$ cat config.mk
export PLATFORM = sky130hd
export DESIGN_NAME = sseg_scan_mux
export DESIGN_NICKNAME = d
export VERILOG_FILES = /design/src/rtl/sseg_scan_mux.sv
export SDC_FILE = /design/constraint.sdc
export NUM_CORES = 1
export LEC_CHECK = 0
export ABC_AREA = 1
export BUFFER_PORTS_ARGS = -buffer_cell sky130_fd_sc_hd__buf_2
export CAP_MARGIN = 25
export CELL_PAD_IN_SITES_DETAIL_PLACEMENT = 1
export CELL_PAD_IN_SITES_GLOBAL_PLACEMENT = 2
export CORE_MARGIN = 2
export CORE_UTILIZATION = 38
export CTS_CLUSTER_SIZE = 12
export DETAILED_ROUTE_END_ITERATION = 6
export PLACE_DENSITY_LB_ADDON = 0.1
export SLEW_MARGIN = 15
export SYNTH_ARGS = -nofsm -noshare
export SYNTH_HDL_FRONTEND = slang
export SYNTH_SLANG_ARGS = --single-unit
$ cat constraint.sdc
create_clock -name clk -period 4.65 [get_ports clk]
set_clock_uncertainty 0.15 [all_clocks]
set_input_delay 0.6975 -clock clk [delete_from_list [all_inputs] [get_ports clk]]
set_output_delay 0.6975 -clock clk [all_outputs]
set_load 0.05 [all_outputs]
$ cat src/rtl/sseg_scan_mux.sv
// N-digit multiplexed seven-segment driver with its own refresh prescaler,
// tear-free snapshot, per-digit blank/decimal point and PWM brightness.
module sseg_scan_mux #(
  parameter int NUM_DIGITS  = 4,
  parameter int DIV_BITS    = 17,
  parameter int BRIGHT_BITS = 4,
  localparam int IDX_W      = (NUM_DIGITS > 1) ? $clog2(NUM_DIGITS) : 1
) (
  input  logic                    clk,
  input  logic                    rst_n,
  input  logic [4*NUM_DIGITS-1:0] data,
  input  logic [NUM_DIGITS-1:0]   dp_in,
  input  logic [NUM_DIGITS-1:0]   blank,
  input  logic                    load,
  input  logic [BRIGHT_BITS-1:0]  brightness,
  output logic [6:0]              seg,
  output logic                    dp,
  output logic [NUM_DIGITS-1:0]   an,
  output logic [IDX_W-1:0]        digit_idx
);

  logic [DIV_BITS-1:0]     p;
  logic [4*NUM_DIGITS-1:0] data_s;
  logic [NUM_DIGITS-1:0]   dp_s;
  logic [NUM_DIGITS-1:0]   blank_s;

  logic [3:0]            cur_nib;
  logic                  cur_dp;
  logic                  cur_blank;
  logic                  lit;
  logic                  on;
  logic [6:0]            seg_n;
  logic                  dp_n;
  logic [NUM_DIGITS-1:0] an_n;

  function automatic logic [6:0] hex7(input logic [3:0] nib);
    logic [6:0] s;
    case (nib)
      4'h0: s = 7'h40;
      4'h1: s = 7'h79;
      4'h2: s = 7'h24;
      4'h3: s = 7'h30;
      4'h4: s = 7'h19;
      4'h5: s = 7'h12;
      4'h6: s = 7'h02;
      4'h7: s = 7'h78;
      4'h8: s = 7'h00;
      4'h9: s = 7'h10;
      4'hA: s = 7'h08;
      4'hB: s = 7'h03;
      4'hC: s = 7'h46;
      4'hD: s = 7'h21;
      4'hE: s = 7'h06;
      default: s = 7'h0E;
    endcase
    return s;
  endfunction

  // Loop select keeps unused index codes (non power-of-two counts) dark.
  always_comb begin
    cur_nib   = 4'h0;
    cur_dp    = 1'b0;
    cur_blank = 1'b1;
    for (int k = 0; k < NUM_DIGITS; k++) begin
      if (32'(digit_idx) == k) begin
        cur_nib   = data_s[4*k +: 4];
        cur_dp    = dp_s[k];
        cur_blank = blank_s[k];
      end
    end
  end

  always_comb begin
    lit   = (p[DIV_BITS-1 -: BRIGHT_BITS] < brightness);
    on    = lit & ~cur_blank;
    an_n  = '1;
    seg_n = 7'h7F;
    dp_n  = 1'b1;
    if (on) begin
      seg_n = hex7(cur_nib);
      dp_n  = ~cur_dp;
      for (int k = 0; k < NUM_DIGITS; k++) begin
        if (32'(digit_idx) == k) an_n[k] = 1'b0;
      end
    end
  end

  // Outputs are computed from the pre-edge digit/snapshot, so a load on an
  // advance edge first appears together with the new digit.
  always_ff @(posedge clk or negedge rst_n) begin
    if (!rst_n) begin
      p         <= '0;
      digit_idx <= '0;
      data_s    <= '0;
      dp_s      <= '0;
      blank_s   <= '0;
      seg       <= 7'h7F;
      dp        <= 1'b1;
      an        <= '1;
    end else begin
      p <= p + 1'b1;
      if (p == '1) begin
        if (digit_idx == IDX_W'(NUM_DIGITS - 1)) digit_idx <= '0;
        else                                     digit_idx <= digit_idx + 1'b1;
      end
      if (load) begin
        data_s  <= data;
        dp_s    <= dp_in;
        blank_s <= blank;
      end
      seg <= seg_n;
      dp  <= dp_n;
      an  <= an_n;
    end
  end

  a_no_phantom_anode: assert property (@(posedge clk) disable iff (!rst_n)
    !((an != '1) && (32'(digit_idx) >= NUM_DIGITS)));

endmodule
=== Word-level counts from Yosys, hierarchy flattened ===
Memory sizes are Yosys's and may differ from the RTL's.
Cells that the tools add are included.

* Memories kept: 1
* Bits of input ports: 31
* Bits in registers: 55
* ROM bits: 112
* Word-level logic and storage cells: 40

* Equality and inequality tests: 4
* Reductions and logical operators: 1
* Bitwise operators: 3
* Mux-type cells: 20
* Magnitude comparators: 1
* Add/sub/neg operators: 2

{| class="wikitable"
|+ Memory list
! memory !! words !! width !! rd ports !! clocked after Yosys merged registers in !! wr ports !! RTL line !! text
|-
| (no name shown) || 16 || 7 || 1 || 0 || 0 || 38 || <nowiki>case (nib)</nowiki>
|}

{| class="wikitable"
|+ Operators with widths
! operator !! number
|-
| 2-to-1 mux 4 bit || 5
|-
| adder 17 x 1 -> 17 bit (second input constant) || 1
|-
| == test 17 bit (second input constant) || 1
|-
| 2-to-1 mux 1 bit || 13
|-
| 2-to-1 mux 7 bit || 1
|-
| == test 2 bit (second input constant) || 2
|-
| < comparator 4 bit || 1
|-
| adder 2 x 1 -> 2 bit (second input constant) || 1
|-
| == test 2 x 1 -> 1 bit (second input constant) || 1
|-
| logical NOT 2 bit || 1
|-
| 2-to-1 mux 2 bit || 1
|-
| inverter 1 bit || 2
|-
| bitwise AND 1 bit || 1
|}

=== Longest topological paths before layout ===
Gate-level depths: netlist of run 1.

* Depth after elaboration: 8
* Depth in mapped cells: 14
* Depth with buffers taken out: 14

=== Worst setup path before layout of run 1 ===
OpenSTA, ideal clock, no wires.

* Kind: register -> register
* Start: register digit_idx[1]
* End: register seg[0]
* Data required time: 4.417 ns
* Cell stages (with the launch flop): 14
* Clock period less this slack: 2.266 ns
* Library setup time: 0.083 ns
* Data arrival time: 2.033 ns
* Path buffers: 0
* Slack: 2.384 ns
* Cells stage by stage: dfrtp_1 inv_1 ha_1 inv_2 nand3_1 nand2_1 nand2_1 nand2_1 nand2_1 ha_1 inv_1 nand3_1 nand3_1 nand3_1

* Longest elaborated chain between the ends: 8

{| class="wikitable"
|+ RTL lines
! item !! RTL line !! text
|-
| start: declaration || 19 || <nowiki>output logic [IDX_W-1:0] digit_idx</nowiki>
|-
| start signal: assignment || 104 || <nowiki>else digit_idx <= digit_idx + 1'b1;</nowiki>
|-
| branches (longest 7 deep; another with memory read (16 x 7 bit)) || - ||
|-
| 2-to-1 mux 7 bit * || 79 || <nowiki>if (on) begin</nowiki>
|-
| via seg_n[0] || 32 || <nowiki>logic [6:0] seg_n;</nowiki>
|-
| end signal: assignment || 111 || <nowiki>seg <= seg_n;</nowiki>
|-
| end: declaration || 16 || <nowiki>output logic [6:0] seg,</nowiki>
|}

Mark *: on every way through the listed nets, which the timed path passes.
A chain may end at the register's enable or synchronous reset.

=== Worst setup path in the final report of run 1 ===
* Start: register digit_idx[0]
* End: register seg[0]

Same word-level chain as after synthesis.

==> results.py, run 1 <==
metrics = {
    "final_layout": {
        "postLayoutCellArea_um2": 3200,
        "fin_cells": 431,
        "drive_gt1_share_pct": 34.0,
        "area_delta_synth_final_pct": 14.7,
        "diodes": 0,
        "nNetsFinal": 377,
        "final_common_cell": "nand2_1",
        "layout_common_cells": "59 x nand2_1, 44 x buf_2, 43 x dfrtp_1",
    },
    "synth": {
        "yosysWarnings": 0,
        "synth-seq-cells": 55,
        "synthDistinctLibCells": 35,
        "synth_nets": 331,
        "yosysSeqAreaShare_pct": 49.9,
        "syn_area_um2": 2790,
        "synth_cells": 285,
        "postSynthAreaPerCell_um2": 9.78,
    },
    "job": {
        "cap_violations": 0,
    },
    "setup_path": {
        "arrival_ps": 2470,
        "cp.required_ps": 4750,
        "start_kind": "flop",
        "cp_max_fo": 10,
        "worstSetupEndpointType": "flop",
        "slowest_stage": "ha_1",
        "cp_slowest_stage_delay_ps": 440,
        "crit_chain": "inv_1 > ha_1 > inv_1 > nand2_1 > nand2_1 > nand2_2 > inv_2 > ha_1 > inv_1 > nand3_1 > nand3_1 > nand3_1",
        "critPathKind": "reg2reg",
    },
    "timing": {
        "hold_viol": 0,
        "fin_crit_sh_pct": 50.9,
        "holdWs_ps": 341,
        "drv_slew": 0,
        "setup_violations": 0,
        "rsz0062_at_grt": "false",
        "tightest_slew_ps": 695,
        "final_period_minus_worst_setup_slack_ps": 2370,
        "fmax_mhz": 422,
        "max_slew_margin_pct": 53.7,
        "setup-tns-final_ps": 0,
    },
    "clock_tree": {
        "cts_tree": "yes",
        "cts_setup_buffers": 0,
        "path_clk_slew_ps": 110,
        "cts_resized": 0,
        "clock_path_buffers": 2,
        "clock_sinks": 55,
        "h-tree-depth": 2,
        "cts_inserted_buffers": 5,
        "cts.hold.buffers_added": 0,
        "clk_latency_ps": 310,
        "clockRootBuffer": "clkbuf_8",
    },
    "global_route": {
        "overflow": 0,
        "antenna_found_initial": 0,
        "grt_pass1_vias": 2066,
        "grt_max_degree": 56,
        "grt_first_pass_wirelength_mm": 9.84,
        "grt_usage_pct": 16.0,
    },
    "power": {
        "vdd_ir_drop_max_mv": 0.0997,
        "power_density_nw_per_um2": 307,
        "cellLeakagePower_nw": 1.58,
        "power.total_w": 0.000980,
    },
    "outcome": {
        "status": "completed",
    },
    "floorplan": {
        "die_y_um": 89.6,
        "num_rows": 31,
        "die_x_um": 89.6,
        "dieArea_um2": 8030,
        "core-area_um2": 7180,
        "initial_core_util_pct": 38.8,
        "ios": 45,
    },
    "placed_design": {
        "dp_hpwl_mm": 4.35,
        "gp_congestion": 0.816,
        "portBuffers": 44,
        "placed_cell_area_um2": 3100,
        "post-place-cells": 423,
    },
    "routing": {
        "drcViolationCount": 0,
        "wire_per_inst_um": 13.3,
        "routed-via-count": 2022,
        "vias_per_cell": 4.69,
        "finalWirelength_mm": 5.75,
        "ant_nets": 0,
        "drt-initial-drc-count": 56,
        "drt-pass1-iter-count": 4,
    },
    "min_path": {
        "hp-class": "reg2reg",
    },
}
==> metal layers <==
metal  vias up  global-route usage, %  routed length, um
met5         -                      0                  0
met4         0                   3.93                 49
met3         6                   4.02                244
met2        32                   26.4               2700
met1       982                   21.2               2760
li1       1002                      -                  -
==> through the flow <==
step           utilization (%)  worst slack, ps
2_1_floorplan                -             2380
3_3_place_gp              43.2             2310
4_1_cts                   44.5             2260
6_report                  44.5             2280
5_1_grt                   44.5             2010
3_5_place_dp              43.2             2290
==> synthesized netlist by cell type (all sizes together) <==
master	n	area (um2)
a21boi	1	11.3
clkbuf	2	7.51
o22ai	1	6.26
nor3	3	31.3
ha	15	188
dfstp	12	315
mux2	15	169
buf	4	28.8
o21ai	13	68.8
a21o	1	7.51
nand3	26	150
a22oi	1	7.51
xnor2	3	26.3
dfrtp	43	1080
xor2	11	96.3
nand4	2	12.5
a21oi	9	48.8
inv	36	140
nor3b	1	7.51
nor2	15	71.3
nand2	71	317
==> state kept, by name (all words and copies together) (netlist names) <==
name and cells:
dp_s 4, p 17, data_s 16, blank_s 4, an 4, dp 1, seg 7, digit_idx 2
==> final timing paths <==
kind	slack, ps	cells after the start	from	end
min in group asynchronous	350	2	rst_n	dp_s[1]$_DFFE_PN0P_
max in group asynchronous	3540	2	rst_n	data_s[12]$_DFFE_PN0P_
hold reg to reg	340	1	p[0]$_DFF_PN0_	p[0]$_DFF_PN0_
hold / removal	340	1	p[0]$_DFF_PN0_	p[0]$_DFF_PN0_
setup / recovery	2280	12	digit_idx[0]$_DFFE_PN0N_	seg[0]$_DFF_PN1_
setup reg to reg	2280	12	digit_idx[0]$_DFFE_PN0N_	seg[0]$_DFF_PN1_
==> kinds of logic (layout without fill, tap and decap cells) <==
logic type / count (synthesis) / after routing / share of synthesized area (%)
AND/OR/NAND/NOR: 118 / 118 / 21.1
adder cells (fa/ha/maj): 15 / 15 / 6.74
multiplexers: 15 / 15 / 6.06
AO/OA/AOI/OAI: 26 / 26 / 5.39
XOR/XNOR: 14 / 14 / 4.40
flip-flops: 55 / 55 / 49.9
buffers and inverters: 42 / 89 / 6.33
==> final cells by class <==
cell class                      instances  area, um2
Sequential cell                        55       1390
Clock inverter                          3       25.0
Timing Repair Buffer                   45        228
Tap cell                               99        124
Clock buffer                            5       68.8
Inverter                               36        140
Multi-Input combinational cell        188       1220
Fill cell                             856       3980
==> worst max-delay path, delay by kind of cell (launching register included) <==
| family | cells | cell delay (ps) |
|---|---|---|
| fa+ha+maj | 2 | 660 |
| simple gates | 6 | 580 |
| buf+inv | 4 | 460 |
| flops | 1 | 430 |
==> power breakdown <==
part           leakage (nW)  internal [W]  switching (W)
Sequential            0.662      0.000517      0.0000129
Clock                0.0452      0.000110       0.000171
Combinational         0.870     0.0000543       0.000114
Total                  1.58      0.000682       0.000298
Note: power is estimated with default switching activity, not from simulation.
==> inputs of run 2 (changes only) <==
CORE_UTILIZATION = 32   (was 38)
clock period = 1.9 ns   (was 4.65 ns; I/O delays follow)
==> results.py, run 2 (same netlist as run 1, synthesis figures left out) <==
metrics = {
    "clock_tree": {
        "cts_tree": "yes",
        "clock_sinks": 55,
        "path_clk_slew_ps": 100,
        "h-tree-depth": 2,
        "cts_inserted_buffers": 5,
        "clk_latency_ps": 310,
        "clockRootBuffer": "clkbuf_8",
        "clock_path_buffers": 2,
    },
    "global_route": {
        "grt_first_pass_wirelength_mm": 11.2,
        "grt_usage_pct": 14.6,
        "grt_pass1_vias": 2297,
        "grt_max_degree": 56,
        "antenna_found_initial": 0,
        "overflow": 0,
    },
    "final_layout": {
        "top_regs": "p (17), data_s (16), seg (7)",
        "final_common_cell": "nand2_1",
        "final.fill_count": 981,
        "diodes": 0,
        "nNetsFinal": 407,
        "area_delta_synth_final_pct": 36.7,
        "drive_gt1_share_pct": 50.8,
        "fin_cells": 470,
        "layout_common_cells": "52 x nand2_1, 44 x buf_2, 41 x dfrtp_1",
        "regMostFlops": "p",
        "largest_reg_flops": 17,
    },
    "setup_path": {
        "worstSetupEndpointType": "flop",
        "cp_num_buf_inv": 2,
        "critPathKind": "reg2reg",
        "cp.required_ps": 2000,
        "cp_max_fo": 8,
        "start_kind": "flop",
        "slowest_stage": "dfrtp_2",
        "crit_chain": "buf_6 > ha_4 > a21oi_4 > nand2_2 > nand2_4 > inv_6 > ha_4 > nand3_1 > nand2_1 > nand2_1 > nand3_2",
        "cp_slowest_stage_delay_ps": 470,
        "arrival_ps": 2010,
        "crit_family": "simple AND/OR/NAND/NOR gates",
    },
    "timing": {
        "setup_slack_ps": -15.8,
        "hold_viol": 0,
        "holdWs_ps": 24.0,
        "drv_slew": 0,
        "tightest_slew_ps": 464,
        "fin_crit_sh_pct": 101,
        "fmax_mhz": 522,
        "max_slew_margin_pct": 69.1,
        "rsz0062_at_grt": "true",
        "final_period_minus_worst_setup_slack_ps": 1920,
        "setup_violations": 1,
    },
    "floorplan": {
        "initial_core_util_pct": 32.4,
        "core-area_um2": 8590,
        "dieArea_um2": 9470,
        "ios": 45,
        "num_rows": 34,
        "die_x_um": 97.3,
        "die_y_um": 97.3,
    },
    "routing": {
        "drt-pass1-iter-count": 4,
        "drcViolationCount": 0,
        "drt-initial-drc-count": 71,
        "wire_per_inst_um": 14.2,
        "finalWirelength_mm": 6.66,
        "vias_per_cell": 4.55,
        "routed-via-count": 2138,
        "ant_nets": 0,
    },
    "placed_design": {
        "dp_hpwl_mm": 4.90,
        "portBuffers": 44,
        "gp_congestion": 0.773,
        "post-place-cells": 448,
    },
    "power": {
        "power_density_nw_per_um2": 688,
        "cellLeakagePower_nw": 1.81,
        "vdd_ir_drop_max_mv": 0.450,
    },
    "min_path": {
        "hp-class": "in2reg",
    },
    "outcome": {
        "violations": "negative setup slack",
        "status": "finished with violations",
    },
    "job": {
        "cap_violations": 0,
    },
}
run 2: layer usage:
layer,up-vias,track usage [%],part of all wire [%]
met3,9,3.45,4.3
met5,-,0,0
li1,1065,-,-
met2,32,24.8,50
met1,1032,18.5,44
met4,0,4.91,1.6
run 2: cell type report:
type                       count  area (um2)  share of cell area [%]
clock inverter                 3        43.8                    1.15
timing repair buffer          75         483                    12.7
tap                          108         135                    3.55
multi-input combinational    188        1520                    39.9
clock buffer                   5        68.8                    1.81
sequential                    55        1390                    36.6
inverter                      36         163                    4.27
run 2: tightest hold or removal path, stage by stage:
cell and delay, ps:
buf_2 80, nand2_1 40, o21ai_0 60
run 2: path summary, 6_finish.rpt:
path / to / start / depth (start not counted) / slack [ps]
min in group asynchronous: dp_s[0]$_DFFE_PN0P_ / rst_n / 3 / 350
setup reg to reg: seg[0]$_DFF_PN1_ / digit_idx[0]$_DFFE_PN0N_ / 11 / -20
setup / recovery: seg[0]$_DFF_PN1_ / digit_idx[0]$_DFFE_PN0N_ / 11 / -20
hold reg to reg: p[9]$_DFF_PN0_ / p[9]$_DFF_PN0_ / 1 / 350
max in group asynchronous: seg[6]$_DFF_PN1_ / rst_n / 3 / 950
hold / removal: data_s[10]$_DFFE_PN0P_ / data[10] / 3 / 20
run 2: what timing repair did:
| item | CTS | global route |
|---|---|---|
| hold buffers | 1 | 0 |
| resized for setup | 2 | 45 |
| setup endpoints to repair | 2 | 14 |
| pin swaps | 3 | 28 |
| hold endpoints to repair | 43 | 0 |
| buffers inserted | 0 | 13 |
| gates cloned | 0 | 0 |
run 2: through the flow:
stage / TNS, ps / utilization (%) / setup slack (ps) / total power (W) / cell area, um2
finish: -15.8 / 44.3 / -15.8 / 0.00262 / 3810
floorplan: -332 / - / -81.8 / 0.00163 / 2920
detailed placement: 0 / 39.3 / 3.74 / 0.00178 / 3380
global placement: 0 / 39.3 / 4.00 / 0.00177 / 3380
global route: -501 / 44.3 / -93.8 / 0.00276 / 3810
CTS: -0.0620 / 40.9 / -0.0620 / 0.00259 / 3510
run 2: report_power, final:
part / total, W / switching (W) / internal (W)
logic: 0.000517 / 0.000329 / 0.000188
registers: 0.00130 / 0.0000386 / 0.00127
clock network: 0.000800 / 0.000407 / 0.000393
total: 0.00262 / 0.000774 / 0.00185
==> inputs of run 3 (changes only) <==
CORE_UTILIZATION = 35   (was 32)
clock period = 2.12 ns   (was 1.9 ns; I/O delays follow)
==> results.py, run 3 (same netlist as run 1, synthesis figures left out) <==
metrics = {
    "final_layout": {
        "area_delta_synth_final_pct": 23.3,
        "fin_cells": 449,
        "largest_reg_flops": 17,
        "postLayoutCellArea_um2": 3430,
        "diodes": 0,
        "regMostFlops": "p",
        "layout_common_cells": "58 x nand2_1, 44 x buf_2, 41 x dfrtp_1",
        "top_regs": "p (17), data_s (16), seg (7)",
        "nNetsFinal": 392,
        "final_common_cell": "nand2_1",
        "drive_gt1_share_pct": 41.2,
    },
    "global_route": {
        "grt_pass1_vias": 2216,
        "grt_usage_pct": 15.0,
        "grt_max_degree": 38,
        "antenna_found_initial": 0,
        "overflow": 0,
        "grt_first_pass_wirelength_mm": 10.4,
    },
    "routing": {
        "wire_per_inst_um": 13.3,
        "drt-initial-drc-count": 34,
        "drt-pass1-iter-count": 4,
        "routed-via-count": 2069,
        "drcViolationCount": 0,
        "vias_per_cell": 4.61,
        "ant_nets": 0,
        "finalWirelength_mm": 5.96,
    },
    "clock_tree": {
        "h-tree-depth": 2,
        "clockRootBuffer": "clkbuf_8",
        "clk_latency_ps": 310,
        "clock_sinks": 55,
        "path_clk_slew_ps": 110,
        "clock_path_buffers": 2,
        "cts_inserted_buffers": 5,
        "cts_tree": "yes",
    },
    "power": {
        "vdd_ir_drop_max_mv": 0.307,
        "power_density_nw_per_um2": 656,
        "cellLeakagePower_nw": 1.66,
        "power.total_w": 0.00225,
    },
    "setup_path": {
        "critPathKind": "reg2reg",
        "crit_chain": "inv_2 > ha_2 > inv_1 > nand2_1 > nand2_1 > nand2_4 > inv_2 > ha_2 > inv_1 > nand3_1 > nand3_1 > nand3_1",
        "cp_slowest_stage_delay_ps": 460,
        "worstSetupEndpointType": "flop",
        "crit_top_cell": "nand3_1",
        "slowest_stage": "dfrtp_2",
        "cp.required_ps": 2200,
        "start_kind": "flop",
        "arrival_ps": 2060,
        "cp_max_fo": 6,
    },
    "outcome": {
        "status": "completed",
    },
    "placed_design": {
        "portBuffers": 44,
        "post-place-cells": 435,
        "placed_cell_area_um2": 3190,
        "gp_congestion": 0.784,
        "dp_hpwl_mm": 4.55,
    },
    "floorplan": {
        "die_y_um": 93.2,
        "initial_core_util_pct": 36.1,
        "core-area_um2": 7730,
        "die_x_um": 93.2,
        "dieArea_um2": 8690,
        "num_rows": 32,
        "ios": 45,
    },
    "min_path": {
        "hp-class": "in2reg",
    },
    "timing": {
        "setup_violations": 0,
        "fmax_mhz": 506,
        "max_slew_margin_pct": 61.9,
        "hold_viol": 0,
        "tightest_slew_ps": 572,
        "holdWs_ps": 63.6,
        "drv_slew": 0,
        "fin_crit_sh_pct": 93.2,
        "final_period_minus_worst_setup_slack_ps": 1980,
        "setup-tns-final_ps": 0,
    },
    "job": {
        "cap_violations": 0,
    },
}
run 3: cell count changes in the layout (fill, tap and decap cells not counted), moves of 4 or more:
cell	previous run	this run
nand2_1	52	58
inv_4	7	2
buf_6	4	0
a21oi_1	4	8
nand3_1	14	21
buf_4	25	14
ha_2	1	5
nor2_1	7	11
ha_4	10	3
nand3_2	10	4
inv_2	4	9
run 3: path summary, 6_finish.rpt:
path,from,endpoint,slack [ps],cells after the start
max in group asynchronous,rst_n,digit_idx[1]$_DFFE_PN0N_,930,3
worst max-delay path,digit_idx[0]$_DFFE_PN0N_,seg[3]$_DFF_PN1_,140,12
worst min-delay path,dp_in[3],dp_s[3]$_DFFE_PN0P_,60,3
worst min register to register,p[9]$_DFF_PN0_,p[9]$_DFF_PN0_,350,1
worst max register to register,digit_idx[0]$_DFFE_PN0N_,seg[3]$_DFF_PN1_,140,12
min in group asynchronous,rst_n,data_s[11]$_DFFE_PN0P_,320,2
run 3: critical path: cells and delay by family, from the launching register on:
kind,cells,cell delay (ps)
adders and majority gates,2,430
buffers and inverters,4,340
and+or+nand+nor,6,500
DFF,1,460
run 3: routing by layer:
metal / GRT usage (%) / part of all wire [%] / up-vias
li1: - / - / 1028
met1: 19.7 / 46 / 1007
met2: 25.8 / 50 / 27
met3: 2.18 / 3.0 / 7
met4: 4.41 / 1.2 / 0
met5: 0 / 0 / -
run 3: stage by stage:
stage | util (%) | worst slack [ps]
floorplan | - | 15.2
global placement | 41.3 | -43.3
detailed placement | 41.3 | -96.5
CTS | 43.1 | 42.6
global route | 44.4 | -23.4
finish | 44.4 | 144
run 3: final cells by class:
cell class	count	area (um2)
fill	919	4290
multi-input combinational	188	1300
timing repair buffer	60	355
clock buffer	5	68.8
inverter	36	140
sequential	55	1390
clock inverter	3	46.3
tap	102	128
run 3: power breakdown:
part           switching [W]  internal, W
clock               0.000357     0.000356
sequential         0.0000261      0.00113
combinational       0.000253     0.000126
total               0.000636      0.00162
run 3: repair_timing:
| action | in CTS | in global routing |
|---|---|---|
| setup endpoints to repair | 6 | 8 |
| gates resized for setup | 3 | 19 |
| pin swaps | 0 | 5 |
| buffers inserted | 0 | 5 |
| hold endpoints to repair | 6 | 0 |
| hold buffers | 1 | 0 |
